[src/rtl/noc_leaf_ni.sv]
`default_nettype none
// ============================================================================
//  Module      : noc_leaf_ni
//  Description : Leaf network interface between one PE and a NoC router port.
//                TX packs PE requests into sender-stamped packets in a FIFO.
//                RX filters router packets by receiver address into a FIFO.
//  Revision    : 1.0 - initial release
// ============================================================================
module noc_leaf_ni #(
  parameter int NODE_ADDR  = 2,
  parameter int WIDTH_pack = 18,
  parameter int WIDTH_add  = 4,
  parameter int WIDTH_type = 2,
  parameter int WIDTH_data = 8,
  parameter int TX_DEPTH   = 8,
  parameter int RX_DEPTH   = 8
) (
  input  logic                  clk,
  input  logic                  rst_n,
  input  logic                  pe_tx_valid,
  output logic                  pe_tx_ready,
  input  logic [WIDTH_add-1:0]  pe_tx_dest,
  input  logic [WIDTH_type-1:0] pe_tx_type,
  input  logic [WIDTH_data-1:0] pe_tx_data,
  output logic                  net_tx_valid,
  input  logic                  net_tx_ready,
  output logic [WIDTH_pack-1:0] net_tx_pack,
  input  logic                  net_rx_valid,
  output logic                  net_rx_ready,
  input  logic [WIDTH_pack-1:0] net_rx_pack,
  output logic                  pe_rx_valid,
  input  logic                  pe_rx_ready,
  output logic [WIDTH_add-1:0]  pe_rx_src,
  output logic [WIDTH_type-1:0] pe_rx_type,
  output logic [WIDTH_data-1:0] pe_rx_data,
  output logic                  err_misroute,
  output logic                  err_self,
  output logic [7:0]            drop_cnt
);

  localparam int RX_W   = WIDTH_add + WIDTH_type + WIDTH_data;
  localparam int LO_W   = WIDTH_type + WIDTH_data;
  localparam int RCV_LSB = LO_W;
  localparam int SND_LSB = LO_W + WIDTH_add;
  localparam int TX_AW  = $clog2(TX_DEPTH);
  localparam int RX_AW  = $clog2(RX_DEPTH);
  localparam int TX_CW  = $clog2(TX_DEPTH + 1);
  localparam int RX_CW  = $clog2(RX_DEPTH + 1);
  localparam logic [WIDTH_add-1:0] MY_ADDR = WIDTH_add'(NODE_ADDR);
  localparam logic [TX_CW-1:0] TX_FULL = TX_CW'(TX_DEPTH);
  localparam logic [RX_CW-1:0] RX_FULL = RX_CW'(RX_DEPTH);
  localparam logic [TX_AW-1:0] TX_LAST = TX_AW'(TX_DEPTH - 1);
  localparam logic [RX_AW-1:0] RX_LAST = RX_AW'(RX_DEPTH - 1);

  logic                  up_q;
  logic [WIDTH_pack-1:0] tx_mem_q [TX_DEPTH];
  logic [RX_W-1:0]       rx_mem_q [RX_DEPTH];
  logic [TX_AW-1:0]      tx_head_q, tx_tail_q;
  logic [RX_AW-1:0]      rx_head_q, rx_tail_q;
  logic [TX_CW-1:0]      tx_cnt_q;
  logic [RX_CW-1:0]      rx_cnt_q;
  logic                  err_self_q, err_mis_q;
  logic [7:0]            drop_q, drop_d;
  logic [8:0]            drop_sum;

  logic tx_hs, tx_self, tx_push, tx_pop;
  logic rx_hs, rx_drop, rx_push, rx_pop;
  logic [RX_W-1:0] rx_head_entry;

  // Readys are held low until the first clock edge after reset release, so
  // they never depend on the inputs and rise one cycle after rst_n goes high.
  assign pe_tx_ready  = up_q && (tx_cnt_q != TX_FULL);
  assign net_rx_ready = up_q && (rx_cnt_q != RX_FULL);
  assign net_tx_valid = (tx_cnt_q != '0);
  assign pe_rx_valid  = (rx_cnt_q != '0);

  // Empty FIFOs present zeros rather than whatever stale entry sits at head.
  assign net_tx_pack   = net_tx_valid ? tx_mem_q[tx_head_q] : '0;
  assign rx_head_entry = pe_rx_valid ? rx_mem_q[rx_head_q] : '0;
  assign pe_rx_src     = rx_head_entry[RX_W-1 -: WIDTH_add];
  assign pe_rx_type    = rx_head_entry[LO_W-1 -: WIDTH_type];
  assign pe_rx_data    = rx_head_entry[WIDTH_data-1:0];

  assign tx_hs   = pe_tx_valid && pe_tx_ready;
  assign tx_self = tx_hs && (pe_tx_dest == MY_ADDR);
  assign tx_push = tx_hs && !tx_self;
  assign tx_pop  = net_tx_valid && net_tx_ready;

  assign rx_hs   = net_rx_valid && net_rx_ready;
  assign rx_drop = rx_hs && (net_rx_pack[RCV_LSB +: WIDTH_add] != MY_ADDR);
  assign rx_push = rx_hs && !rx_drop;
  assign rx_pop  = pe_rx_valid && pe_rx_ready;

  assign err_self     = err_self_q;
  assign err_misroute = err_mis_q;
  assign drop_cnt     = drop_q;

  // A TX and an RX drop may coincide, so the counter can advance by two.
  always_comb begin
    drop_sum = {1'b0, drop_q} + {8'd0, tx_self} + {8'd0, rx_drop};
    drop_d   = drop_sum[8] ? 8'hFF : drop_sum[7:0];
  end

  // FIFO storage is data-only and needs no reset; reads are gated by count.
  always_ff @(posedge clk) begin
    if (tx_push) tx_mem_q[tx_tail_q] <= {MY_ADDR, pe_tx_dest, pe_tx_type, pe_tx_data};
    if (rx_push) rx_mem_q[rx_tail_q] <= {net_rx_pack[SND_LSB +: WIDTH_add], net_rx_pack[LO_W-1:0]};
  end

  // Pointers, occupancy counts, sticky errors and drop counter.
  always_ff @(posedge clk or negedge rst_n) begin
    if (!rst_n) begin
      up_q       <= 1'b0;
      tx_head_q  <= '0;
      tx_tail_q  <= '0;
      tx_cnt_q   <= '0;
      rx_head_q  <= '0;
      rx_tail_q  <= '0;
      rx_cnt_q   <= '0;
      err_self_q <= 1'b0;
      err_mis_q  <= 1'b0;
      drop_q     <= '0;
    end else begin
      up_q <= 1'b1;
      if (tx_push) tx_tail_q <= (tx_tail_q == TX_LAST) ? '0 : tx_tail_q + TX_AW'(1);
      if (tx_pop)  tx_head_q <= (tx_head_q == TX_LAST) ? '0 : tx_head_q + TX_AW'(1);
      if (tx_push && !tx_pop)      tx_cnt_q <= tx_cnt_q + TX_CW'(1);
      else if (tx_pop && !tx_push) tx_cnt_q <= tx_cnt_q - TX_CW'(1);
      if (rx_push) rx_tail_q <= (rx_tail_q == RX_LAST) ? '0 : rx_tail_q + RX_AW'(1);
      if (rx_pop)  rx_head_q <= (rx_head_q == RX_LAST) ? '0 : rx_head_q + RX_AW'(1);
      if (rx_push && !rx_pop)      rx_cnt_q <= rx_cnt_q + RX_CW'(1);
      else if (rx_pop && !rx_push) rx_cnt_q <= rx_cnt_q - RX_CW'(1);
      if (tx_self) err_self_q <= 1'b1;
      if (rx_drop) err_mis_q  <= 1'b1;
      drop_q <= drop_d;
    end
  end

endmodule
`default_nettype wire

[config.mk]
export PLATFORM = sky130hd
export DESIGN_NAME = noc_leaf_ni
export DESIGN_NICKNAME = d
export VERILOG_FILES = /design/src/rtl/noc_leaf_ni.sv
export SDC_FILE = /design/constraint.sdc
export NUM_CORES = 1
export LEC_CHECK = 0
export CAP_MARGIN = 20
export CORE_AREA = 2 2 147 149
export CTS_CLUSTER_SIZE = 16
export DETAILED_ROUTE_END_ITERATION = 16
export DIE_AREA = 0 0 149 151
export MAX_ROUTING_LAYER = met4
export PLACE_DENSITY = 0.77
export SKIP_LAST_GASP = 1
export SLEW_MARGIN = 10
export SYNTH_ARGS = -nofsm -noshare
export SYNTH_HDL_FRONTEND = slang
export SYNTH_SLANG_ARGS = --single-unit
export TNS_END_PERCENT = 20
[constraint.sdc]
create_clock -name clk -period 2.65 [get_ports clk]
set_input_delay 0.6625 -clock clk [delete_from_list [all_inputs] [get_ports clk]]
set_output_delay 0.6625 -clock clk [all_outputs]
set_load 0.005 [all_outputs]
* Yosys cells after proc, flatten, opt, wreduce, memory -nomap -nowiden
Memory sizes are Yosys's and may differ from the RTL's.
Cells that the tools add are included.
** Operators by class
- Add/subtract/negate cells :: 10
- Eq/ne operators :: 8
- Mux-type cells :: 15
- Reductions and logical operators :: 24
** Operators by type and width (count)
- $mux W18 :: 1
- $mux W4 :: 4
- $logic_and A1 B1 Y1 :: 14
- $mux W14 :: 1
- $add A3 B1 Y3 const B :: 4
- $eq A3 B3 Y1 const B :: 4
- $mux W3 :: 4
- $add A8 B1 Y9 :: 1
- $add A9 B1 Y9 :: 1
- $add A4 B1 Y4 const B :: 2
- $mux W8 :: 1
- $ne A4 B4 Y1 const B :: 2
- $reduce_bool A4 Y1 :: 2
- $sub A4 B1 Y4 const B :: 2
- $logic_not A1 Y1 :: 6
- $eq A4 B2 Y1 const B :: 1
- $mux W1 :: 4
- $ne A4 B2 Y1 const B :: 1
- $reduce_bool A2 Y1 :: 2
** Word-level totals
- Register bits after elaboration :: 31
- Memory bits (writable) :: 224
- Output and inout bits :: 46
- Memories kept :: 2
** Memories
- rx_mem_q :: words 8, bits a word 14, read ports 1, clocked after memory_dff 0, write ports 1, line 57 : logic [RX_W-1:0] rx_mem_q [RX_DEPTH];
- tx_mem_q :: words 8, bits a word 14, read ports 1, clocked after memory_dff 0, write ports 1, line 56 : logic [WIDTH_pack-1:0] tx_mem_q [TX_DEPTH];

* Logic depth before layout (Yosys ltp)
Gate-level depths: netlist of the first run.
- Word-level depth :: 10
- Mapped depth :: 9
- Gate-level depth less buffers :: 9

* Worst setup path before layout of the first run
OpenSTA, ideal clock, no wires.
- Path type :: input port to flip-flop
- From :: input port pe_tx_dest[0]
- To :: register tx_cnt_q[3]
- Setup time :: 0.131 ns
- Arrival :: 2.741 ns
- Required time :: 2.519 ns
- Setup slack :: -0.222 ns
- Stages on the path :: 9
- Buffers on the path :: 1
- Cells stage by stage :: nor4b_1 > a211oi_1 > buf_2 > ha_1 > inv_1 > ha_1 > or4_1 > o211ai_1 > o211ai_1
** Between the ends
- Longest elaborated chain between the ends :: 7
- Elaborated cells between the ends (all ways) :: 9
- Those cells by class :: eq/ne (1); mux (1); reduce/logical (7)
** RTL lines
- from (decl) :: line 22 : input logic [WIDTH_add-1:0] pe_tx_dest,
- $eq A4 B2 Y1 * :: line 85 : assign tx_self = tx_hs && (pe_tx_dest == MY_ADDR);
- $logic_and A1 B1 Y1 * :: line 85
- $logic_not A1 Y1 * :: line 86 : assign tx_push = tx_hs && !tx_self;
- $logic_and A1 B1 Y1 * :: line 86
- net tx_push :: line 66 : logic tx_hs, tx_self, tx_push, tx_pop;
- $logic_not A1 Y1 :: line 128 : else if (tx_pop && !tx_push) tx_cnt_q <= tx_cnt_q - TX_CW'(1);
- $logic_and A1 B1 Y1 :: line 128
- $reduce_bool A2 Y1 (no line)
- to (signal assigned) :: line 127 : if (tx_push && !tx_pop) tx_cnt_q <= tx_cnt_q + TX_CW'(1);
- to (signal assigned) :: line 128
- to (decl) :: line 60 : logic [TX_CW-1:0] tx_cnt_q;
Mark *: on every way through the listed nets, which the timed path passes. The rest lies on a longest branch.
A chain may end at the register's enable or synchronous reset.

* Final worst setup path of the first run
- From :: register tx_cnt_q[3]
- To :: output port net_tx_pack[8]
** Between the ends
- Longest elaborated chain between the ends :: 2
** RTL lines
- $reduce_bool A4 Y1 :: line 74 : assign net_tx_valid = (tx_cnt_q != '0);
- $mux W18 :: line 78 : assign net_tx_pack = net_tx_valid ? tx_mem_q[tx_head_q] : '0;
- to (decl) :: line 27 : output logic [WIDTH_pack-1:0] net_tx_pack,
Every way passes these cells.

==> impl_metrics.py, run 1 <==
metrics = {
    "placed_design": {
        "place_congestion": 0.754,
        "dp_hpwl_mm": 12.6,
        "dp_slack_ps": -618,
        "portBuffers": 80,
    },
    "floorplan": {
        "io_pins": 84,
        "initial_core_util": 0.495,
        "core_area_um2": 20800,
        "dieArea_um2": 22500,
        "num_rows": 53,
        "die_y_um": 151,
        "die_w_um": 149,
    },
    "detailed_routing": {
        "wl_per_cell_um": 21.7,
        "drtIter0Drc": 349,
        "postRouteAntennaNets": 0,
        "vias_per_cell": 5.71,
        "drtPass1Iterations": 4,
        "drt-total-wl_mm": 20.7,
        "route.detailed.drc": 0,
        "via_count": 5469,
    },
    "timing": {
        "finalClockSkew_ps": 16.5,
        "finalSetupTns_ps": -6290,
        "finalSetupViolations": 42,
        "period_needed_ps": 2870,
        "fmax_ghz": 0.348,
        "maxSlewViolCount": 0,
        "finalHoldViolations": 0,
        "period_share": 1.08,
        "rsz0062_at_grt": "yes",
        "fin_ws_ps": -222,
        "relSlewSlack": 0.647,
        "tightest_slew_ps": 529,
    },
    "logic_synthesis": {
        "synthCells": 506,
        "synth_cell_type_count": 46,
        "synthAdderAreaFrac": 0.0240,
        "synth_top_family_by_area": "multiplexers",
        "yosys.area_share.simple": 0.0458,
        "seq_area_frac_synth": 0.728,
        "synth_compound_area_frac": 0.0386,
        "yosysWarnings": 0,
        "synthFlopType": "edfxtp_1",
        "synth_xor_area_frac": 0.00510,
        "synth.area.mux_share": 0.142,
        "syn_area_per_cell_um2": 20.4,
        "yosys.area.top_type": "edfxtp_1",
        "async_reset_ff_frac": 0.122,
        "ys_seq_elements": 255,
        "ys_top_cells_by_area": "edfxtp_1 65%, mux4_2 12%, dfrtp_1 7.5%",
        "synth_edf_count": 224,
        "syn_area_um2": 10300,
        "synth.top_cell.area_share": 0.652,
    },
    "final_layout": {
        "drive_gt1_frac": 0.312,
        "area_growth_pct": 24.8,
        "seq_area_um2": 7500,
        "fill_cells": 1436,
        "finalNetCount": 720,
        "antenna_cells": 0,
        "multi_input_area_um2": 2760,
    },
    "clocking": {
        "cts_sinks": 255,
        "htree_levels": 1,
        "clk_pin_slew_worst_paths_ps": 60,
        "clk_latency_ps": 520,
        "cts_buffers": 26,
        "root_buffer": "clkbuf_16",
        "cts_tree": "built",
        "clock_path_buffers": 3,
    },
    "critical_path": {
        "crit_type": "reg2out",
        "arrival_ps": 2210,
        "start_kind": "flop",
        "critPathMaxFanout": 7,
        "cp-end-kind": "output pin",
        "required_ps": 1990,
    },
    "power": {
        "ir_drop_mv": 0.747,
        "p_per_area_nw_per_um2": 995,
        "leakagePower_nw": 4.55,
    },
    "global_routing": {
        "grt_pass1_wl_mm": 32.2,
        "globalRoute.totalOverflow": 0,
        "antenna_found_initial": 0,
        "grt_pass1_vias": 5849,
        "grtUsageTotal": 0.195,
        "grt_max_degree": 32,
    },
    "hold_path": {
        "min_path_type": "reg2reg",
    },
    "flow_run": {
        "drv_cap": 0,
    },
    "status": {
        "status": "complete, but fails checks",
        "violations": "negative setup slack",
    },
}
## path summary, 6_finish.rpt
check	from	end	slack, ps	depth (start not counted)
max	tx_cnt_q[3]	net_tx_pack[8]	-220	4
min	err_misroute	err_misroute	470	1
max reg2reg	tx_cnt_q[3]	tx_cnt_q[3]	-180	10
min reg2reg	err_misroute	err_misroute	470	1
max in group asynchronous	rst_n	rx_head_q[0]	1770	2
min in group asynchronous	rst_n	rx_tail_q[2]	550	2
## cell type report
class,instances,share of cell area
timing repair buffer,148,0.115
sequential,255,0.583
clock buffer,32,0.0540
tap,275,0.0267
multi-input combinational,228,0.214
inverter,5,0.00146
clock inverter,14,0.00515
## kinds of logic (layout without fill, tap and decap cells)
logic type	count (synthesis)	count (layout)
xor+xnor	6	6
other cells	2	4
buf+inv	29	199
compound gates	50	50
fa+ha+maj	18	18
simple gates	72	76
flops	255	255
mux	74	74
## sequential cells by signal, indices dropped and copies added (netlist names)
register / flops
rx_mem_q: 112
tx_mem_q: 112
drop_cnt: 8
rx_cnt_q: 4
tx_cnt_q: 4
rx_head_q: 3
rx_tail_q: 3
tx_head_q: 3
tx_tail_q: 3
err_misroute: 1
err_self: 1
up_q: 1
## timing repair
| item | 4_1_cts | 5_1_grt |
|---|---|---|
| gates cloned | 4 | 0 |
| setup buffers | 13 | 2 |
| hold buffers | 0 | 0 |
| setup endpoints to repair | 40 | 44 |
| gates resized for setup | 88 | 11 |
| pin swaps | 13 | 5 |
## power breakdown
group	switching [mW]	total (mW)	internal, mW
logic	1.97	4.56	2.59
registers	0.291	5.00	4.71
clock network	1.39	3.24	1.84
total	3.65	12.8	9.15
## critical path: stages, from the launching register on
cell	delay (ps)
dfrtp_1	390
or4_4	600
and2_4	240
a22o_1	250
clkdlybuf4s15_1	210
## per-stage QoR
step | instance area [um2] | total power [mW] | hold WS, ps | util | cells
floorplan | 10400 | 7.62 | 367 | - | 508
global placement | 12000 | 9.45 | 456 | 0.578 | 894
detailed placement | 12000 | 9.67 | 461 | 0.578 | 894
CTS | 12900 | 12.9 | 476 | 0.618 | 955
global route | 12900 | 13.4 | 491 | 0.618 | 957
finish | 12900 | 12.8 | 473 | 0.618 | 957
## cells in the final DEF, fill, tap and decap left out, drive strengths merged, types with 12 or more instances in the layout
| cell type | instances |
|---|---|
| edfxtp | 224 |
| buf | 82 |
| mux4 | 56 |
| clkdlybuf4s50 | 50 |
| clkbuf | 37 |
| dfrtp | 31 |
| a22o | 28 |
| ha | 15 |
| mux2 | 14 |
| nand2 | 13 |
| clkinv | 12 |
## layer usage
metal | global-route usage | wire (um) | vias up | part of all wire
li1 | - | - | 2430 | -
met1 | 0.232 | 7930 | 2846 | 0.38
met2 | 0.349 | 11400 | 156 | 0.55
met3 | 0.0313 | 1000 | 37 | 0.048
met4 | 0.0519 | 432 | 0 | 0.021
met5 | - | 0 | - | 0
## synthesized netlist by cell type, types with 4 or more instances
cell      number
a21oi_1        6
a22o_1        28
and3_1         5
and4b_1        6
buf_2         11
buf_4          4
buf_6          4
clkbuf_1       4
dfrtp_1       31
edfxtp_1     224
ha_1          15
inv_1          5
mux2_2        13
mux2i_1        4
mux4_2        56
nand2_1       13
nand3_1        6
nor2_1         9
o211ai_1       4
xnor2_1        6
(Power assumes the default switching activity.)
==> inputs of run 2 (changes only) <==
--- a/config.mk
+++ b/config.mk
@@ -13,7 +13,6 @@
 export MAX_ROUTING_LAYER = met4
 export PLACE_DENSITY = 0.77
 export SKIP_LAST_GASP = 1
-export SLEW_MARGIN = 10
 export SYNTH_ARGS = -nofsm -noshare
 export SYNTH_HDL_FRONTEND = slang
 export SYNTH_SLANG_ARGS = --single-unit
==> results of run 2 <==
Same layout as run 1: the final DEF is identical, and so are final timing and power.
==> inputs of run 3 (changes only) <==
--- a/config.mk
+++ b/config.mk
@@ -11,7 +11,7 @@
 export DETAILED_ROUTE_END_ITERATION = 16
 export DIE_AREA = 0 0 149 151
 export MAX_ROUTING_LAYER = met4
-export PLACE_DENSITY = 0.77
+export PLACE_DENSITY = 0.74
 export SKIP_LAST_GASP = 1
 export SYNTH_ARGS = -nofsm -noshare
 export SYNTH_HDL_FRONTEND = slang
==> run 3 against run 2 <==
- the flow still finishes with violations (negative setup slack)
- register-to-register slack better by 80 ps
- global-route usage up 0.48 points
- design area up 0.40%
- worst setup slack better by 58 ps
- sequential power about the same
- utilization up 0.25 points
- clock power up 17%
- maximum frequency up 2.0%
- worst hold slack better by 4.0 ps
- wire length up 2.5%
- sequential share of layout area down 0.23 points
- largest cell class unchanged
- highest routed layer unchanged
==> impl_metrics.py, run 3 (synthesis results as in run 1) <==
metrics = {
    "floorplan": {
        "die_w_um": 149,
        "core_area_um2": 20800,
        "die_y_um": 151,
        "dieArea_um2": 22500,
        "num_rows": 53,
        "initial_core_util": 0.495,
        "io_pins": 84,
    },
    "clocking": {
        "cts_sinks": 255,
        "cts_tree": "built",
        "htree_levels": 1,
        "cts_hold_buf": 0,
        "clk_pin_slew_worst_paths_ps": 60,
        "clk_latency_ps": 520,
        "cts_buffers": 27,
        "clock_path_buffers": 3,
        "root_buffer": "clkbuf_16",
    },
    "critical_path": {
        "r2r-end": "tx_cnt_q[3]",
        "crit_type": "reg2out",
        "critPathMaxFanout": 7,
        "reg2reg_slack_ps": -100,
        "endpoint": "net_tx_pack[10]",
        "r2r_cells": 10,
        "start_kind": "flop",
        "cp-startpoint": "tx_cnt_q[1]",
        "r2r-start": "tx_cnt_q[1]",
        "required_ps": 1990,
        "arrival_ps": 2150,
        "cp-end-kind": "output pin",
    },
    "detailed_routing": {
        "drtPass1Iterations": 4,
        "via_count": 5433,
        "wl_per_cell_um": 22.3,
        "postRouteAntennaNets": 0,
        "vias_per_cell": 5.71,
        "route.detailed.drc": 0,
        "drtIter0Drc": 349,
        "drt-total-wl_mm": 21.3,
    },
    "timing": {
        "maxSlewViolCount": 0,
        "fmax_ghz": 0.355,
        "finalSetupViolations": 34,
        "fin_ws_ps": -165,
        "finalHoldViolations": 0,
        "finalSetupTns_ps": -3620,
        "hold_ws_ps": 477,
        "rsz0062_at_grt": "yes",
        "period_needed_ps": 2810,
        "finalClockSkew_ps": 11.6,
        "period_share": 1.06,
    },
    "power": {
        "total_power_mw": 13.2,
        "leakagePower_nw": 4.55,
        "ir_drop_mv": 0.710,
        "p_per_area_nw_per_um2": 1020,
    },
    "global_routing": {
        "grt_max_degree": 32,
        "globalRoute.totalOverflow": 0,
        "grt_pass1_wl_mm": 32.9,
        "grt_pass1_vias": 5844,
        "grtUsageTotal": 0.200,
        "antenna_found_initial": 2,
    },
    "placed_design": {
        "dp_slack_ps": -469,
        "place_congestion": 0.830,
        "portBuffers": 80,
        "dp.cells": 894,
        "dp_hpwl_mm": 12.6,
        "place_area_um2": 12100,
    },
    "flow_run": {
        "drv_cap": 0,
    },
    "final_layout": {
        "final_cells": 952,
        "post-route-util": 0.620,
        "finalNetCount": 711,
        "drive_gt1_frac": 0.320,
        "stdcell_area_um2": 12900,
        "final_cell_mix": "224 x edfxtp_1, 56 x mux4_2, 50 x clkdlybuf4s50_1, 36 x buf_4, 29 x dfrtp_1",
        "fill_cells": 1435,
        "final_common_cell": "edfxtp_1",
        "area_growth_pct": 25.3,
        "seq_area_um2": 7500,
        "multi_input_area_um2": 2780,
    },
    "status": {
        "violations": "negative setup slack",
        "status": "complete, but fails checks",
    },
    "hold_path": {
        "min_path_type": "reg2reg",
    },
}
-- run 3: cell types whose count changed in the layout (fill, tap and decap cells not counted), sizes merged --
cell / before / now
clkdlybuf4s15: 6 / 1
bufinv: 0 / 4
diode: 0 / 2
clkbuf: 37 / 42
clkinv: 12 / 4
dlygate4sd2: 5 / 2
-- run 3: layer usage --
layer  vias up  track usage  share of wire
met5         -            -              0
met4         0       0.0505          0.022
met3        39       0.0322          0.053
met2       168        0.355           0.53
met1      2810        0.241           0.39
li1       2416            -              -
-- run 3: repair_timing --
action | in CTS | in global routing
setup buffers | 2 | 3
pin swaps | 23 | 8
resized for setup | 114 | 10
gates cloned | 4 | 0
setup endpoints to repair | 32 | 45
-- run 3: area by class of cell --
cell class	count	share of cell area
Timing Repair Buffer	138	0.106
Sequential cell	255	0.581
Inverter	5	0.00145
Multi-Input combinational cell	228	0.215
Antenna cell	2	0.000387
Tap cell	275	0.0266
Clock inverter	10	0.0116
Clock buffer	39	0.0581
-- run 3: worst min path at each step --
stage,from,endpoint,depth (start not counted)
finish,err_self,err_self,1
global route,err_self,err_self,1
CTS,err_self,err_self,1
detailed placement,err_self,err_self,1
global placement,err_self,err_self,1
floorplan,rst_n,drop_cnt[0],0
-- run 3: critical path: stages, from the launching register on --
cell and delay (ps):
dfrtp_1 380, or4_4 620, and2_4 240, a22o_1 250
buf_2 140
-- run 3: power by group --
group / internal (mW) / switching, mW / total, mW
clock: 2.34 / 1.45 / 3.79
sequential: 4.71 / 0.292 / 5.00
combinational: 2.39 / 1.98 / 4.37
total: 9.44 / 3.72 / 13.2
